$ cat src/rtl/fde_sequencer.sv
// Fetch/decode/execute sequencer: owns pc and ir, fetches over a req/ack port,
// and emits one-hot phase strobes that qualify the downstream decoder.
module fde_sequencer #(
  parameter int ADDR_W = 8,
  parameter int IR_W   = 8,
  parameter int CNT_W  = 16
) (
  input  logic              clk,
  input  logic              rst,
  input  logic [IR_W-1:0]   mem_rdata,
  input  logic              mem_ack,
  output logic              mem_rd,
  output logic [ADDR_W-1:0] mem_addr,
  output logic [IR_W-1:0]   ir,
  output logic              fetch,
  output logic              decode,
  output logic              execute,
  output logic [ADDR_W-1:0] pc,
  input  logic              pc_load,
  input  logic [ADDR_W-1:0] pc_load_val,
  input  logic              halt_req,
  output logic              halted,
  output logic [CNT_W-1:0]  instr_cnt
);

  typedef enum logic [1:0] {
    S_FETCH   = 2'd0,
    S_DECODE  = 2'd1,
    S_EXECUTE = 2'd2,
    S_HALT    = 2'd3
  } state_t;

  state_t state;

  always_ff @(posedge clk) begin
    if (rst) begin
      state     <= S_FETCH;
      pc        <= '0;
      ir        <= '0;
      instr_cnt <= '0;
    end else begin
      case (state)
        S_FETCH: begin
          if (mem_ack) begin
            ir    <= mem_rdata;
            pc    <= pc + ADDR_W'(1);
            state <= S_DECODE;
          end
        end
        S_DECODE: state <= S_EXECUTE;
        S_EXECUTE: begin
          instr_cnt <= instr_cnt + CNT_W'(1);
          // A taken jump replaces the increment already applied during fetch.
          if (pc_load) pc <= pc_load_val;
          state <= halt_req ? S_HALT : S_FETCH;
        end
        S_HALT: state <= S_HALT;
        default: state <= S_FETCH;
      endcase
    end
  end

  assign fetch    = (state == S_FETCH);
  assign decode   = (state == S_DECODE);
  assign execute  = (state == S_EXECUTE);
  assign halted   = (state == S_HALT);
  // Request is suppressed while reset is held so memory never sees a stray read.
  assign mem_rd   = fetch & ~rst;
  assign mem_addr = pc;

endmodule

$ cat config.mk
export PLATFORM = sky130hd
export DESIGN_NAME = fde_sequencer
export DESIGN_NICKNAME = d
export VERILOG_FILES = /design/src/rtl/fde_sequencer.sv
export SDC_FILE = /design/constraint.sdc
export NUM_CORES = 1
export LEC_CHECK = 0
export ABC_AREA = 0
export ABC_CLOCK_PERIOD_IN_PS = 1300
export BUFFER_PORTS_ARGS = -buffer_cell sky130_fd_sc_hd__buf_2
export CAP_MARGIN = 5
export CELL_PAD_IN_SITES_DETAIL_PLACEMENT = 0
export CELL_PAD_IN_SITES_GLOBAL_PLACEMENT = 2
export CORE_ASPECT_RATIO = 1.75
export CORE_MARGIN = 3
export CORE_UTILIZATION = 24
export DETAILED_ROUTE_END_ITERATION = 16
export PLACE_DENSITY_LB_ADDON = 0.2
export SETUP_SLACK_MARGIN = 0.5
export SLEW_MARGIN = 20
export SYNTH_ARGS = -nofsm -noshare
export SYNTH_HDL_FRONTEND = slang
export SYNTH_SLANG_ARGS = --single-unit
$ cat constraint.sdc
create_clock -name clk -period 1.3 [get_ports clk]
set_input_delay 0.26 -clock clk [delete_from_list [all_inputs] [get_ports clk]]
set_output_delay 0.26 -clock clk [all_outputs]
set_load 0.02 [all_outputs]
==> impl_metrics.env <==
export IMPL_fin_worst_skew_ps=3.83
export IMPL_async_flop_share=0
export IMPL_cp_arrival_ps=1580
export IMPL_ff2ff_setup_slack_ps=-80
export IMPL_n_fill_cell=629
export IMPL_diodes=0
export IMPL_leakage_nw=1.40
export IMPL_syn_num_nets=223
export IMPL_synthTopCellsByCount="dfxtp_1, nand2_1, nor2_1"
export IMPL_r2r_end="instr_cnt[15]"
export IMPL_ios=66
export IMPL_cts_buffers=5
export IMPL_cts_sinks=34
export IMPL_antenna_found_initial=0
export IMPL_synth_seq_area_share=0.413
export IMPL_cellPowerDensity_mw_per_mm2=859
export IMPL_ys_top_cells_by_area="dfxtp_1, a21oi_1, nand2_1"
export IMPL_firstDrtPassIters=3
export IMPL_viasPerCell=4.65
export IMPL_synth_main_ff_cell="dfxtp_1"
export IMPL_core_sq_mm=0.00659
export IMPL_vias=1870
export IMPL_nets=342
export IMPL_drc=0
export IMPL_fmax_ghz=0.726
export IMPL_netlist_cell_type_count=36
export IMPL_period_share=1.06
export IMPL_grt_max_degree=22
export IMPL_yosys_area_top_type_share=0.413
export IMPL_cp_start_kind="register"
export IMPL_maxCapViolations=0
export IMPL_wl_um=5730
export IMPL_finalMaxSlewViolations=0
export IMPL_ir_worst_vdd_v=0.000661
export IMPL_synth_largest_area_cell="dfxtp_1"
export IMPL_dp_hpwl_um=3820
export IMPL_io_buffer_count=65
export IMPL_die_w_um=68.6
export IMPL_wl_per_cell_um=14.3
export IMPL_grt_pass1_vias=1777
export IMPL_endpoint="instr_cnt[15]"
export IMPL_required_ps=1500
export IMPL_status="finished, violations left"
export IMPL_cts_buffer_depth=2
export IMPL_hold_buffers=0
export IMPL_clkTransAtPathRegs_ps=50
export IMPL_syn_instance_count=200
export IMPL_area_growth_pct=110
export IMPL_overflow=0
export IMPL_rsz0062_at_grt="true"
export IMPL_crit_fanout=4
export IMPL_fp_dieArea_sq_mm=0.00794
export IMPL_grt_pass1_wl_um=8820
export IMPL_cts_root_buf="clkbuf_16"
export IMPL_postSynthAreaPerCell_sq_um=8.24
export IMPL_cts_tree="built"
export IMPL_drtIter0Drc=35
export IMPL_violations="setup timing"
export IMPL_clk_latency_ps=270
export IMPL_setup_violations=10
export IMPL_worst_slack_ps=-78.3
export IMPL_rows=39
export IMPL_dieHeight_um=116
export IMPL_postLayoutCoreUtil=0.526
export IMPL_drive_gt1_frac=0.719
export IMPL_netlist_area_sq_mm=0.00165
export IMPL_worst_slew_pin_slew_ps=284
export IMPL_htree_levels=2
export IMPL_endpoint_kind="register"
export IMPL_crit_path_start="instr_cnt[8]"
export IMPL_fin_crit_ps=1380
export IMPL_ant_nets=0
export IMPL_r2r_start="instr_cnt[8]"
export IMPL_relSlewSlack=0.810
export IMPL_grt_use_total=0.149
export IMPL_yosysMostFrequentCell="dfxtp_1"
export IMPL_pre_cts_ws_ps=-81.5
export IMPL_globalplace_congestion=0.755
export IMPL_synth_edf_count=0
export IMPL_start_util=0.250
export IMPL_crit_type="reg -> reg"
export IMPL_r2r_cells=3
export IMPL_report_final_hold_viol_count=0
export IMPL_hold_class="in -> reg"
export IMPL_ys_seq_elements=34
export IMPL_yosys_warnings=0
-- placed cells by master, fill, tap and decap left out, types with 8 or more instances in the layout --
cell type  instances
buf_2             21
dfxtp_2           14
buf_6             71
nand2_1           13
nor2_1            19
nand4_1            8
buf_4             33
a21oi_1           17
nand2_2           10
dfxtp_4           20
-- critical path, stage by stage, from the launching register on --
cell and delay (ps):
dfxtp_4 350, nand4_1 250, or4_1 580, a21oi_1 130
-- power breakdown --
part           internal [mW]  switching (mW)  leakage, nW
sequential              1.06          0.0430        0.298
combinational          0.376           0.316         1.03
clock                  0.759           0.426       0.0739
-- per-stage QoR --
step / setup TNS [ps] / power (mW) / area [sq um] / hold slack (ps) / cells
4_1_cts: -331 / 2.92 / 3120 / 209 / 385
3_3_place_gp: -74.5 / 1.53 / 2340 / 441 / 362
5_1_grt: -1550 / 3.12 / 3460 / 213 / 402
2_1_floorplan: -125 / 1.37 / 1790 / 396 / 200
6_report: -447 / 2.98 / 3460 / 213 / 402
3_5_place_dp: -139 / 1.53 / 2340 / 444 / 362
-- final cells by class --
type | count | area, sq um | share of cell area
multi-input combinational | 147 | 1170 | 0.337
tap | 82 | 103 | 0.0296
clock inverter | 1 | 5.00 | 0.00145
sequential | 34 | 773 | 0.223
clock buffer | 7 | 143 | 0.0412
timing repair buffer | 131 | 1270 | 0.367
-- flip-flops by register name, summed over array words and instances (netlist names) --
signal and count:
state 2, ir 8, mem_addr 8, instr_cnt 16
-- worst min-delay path by stage --
stage,startpoint,end,slack (ps),cells past startpoint
after global placement,ir[3],ir[3],440,2
final,mem_rdata[4],ir[4],210,3
after floorplan,mem_rdata[0],ir[0],400,2
after global routing,mem_rdata[4],ir[4],210,3
after CTS,mem_rdata[0],ir[0],210,3
after detailed placement,ir[5],ir[5],440,2
-- logic make-up after synthesis --
kind of cell,share of synthesized area
AO/OA/AOI/OAI,0.134
XOR/XNOR,0.0638
adder cells (fa/ha/maj),0.0152
multiplexers,0.0182
buffers and inverters,0.0759
flip-flops,0.413
AND/OR/NAND/NOR,0.280
-- metal layers --
metal	up-vias	GRT usage	wire length, um
met5	-	0	0
met3	8	0.0301	258
met1	887	0.163	2140
met2	42	0.270	3250
li1	933	-	-
met4	0	0.0584	86
-- repair_timing --
action                     4_1_cts  5_1_grt
setup endpoints to repair       78       79
gates cloned                     0        2
gates resized for setup        164       35
pin swaps                       26       21
buffers inserted                15       15
Note: power is estimated with default switching activity, not from simulation.
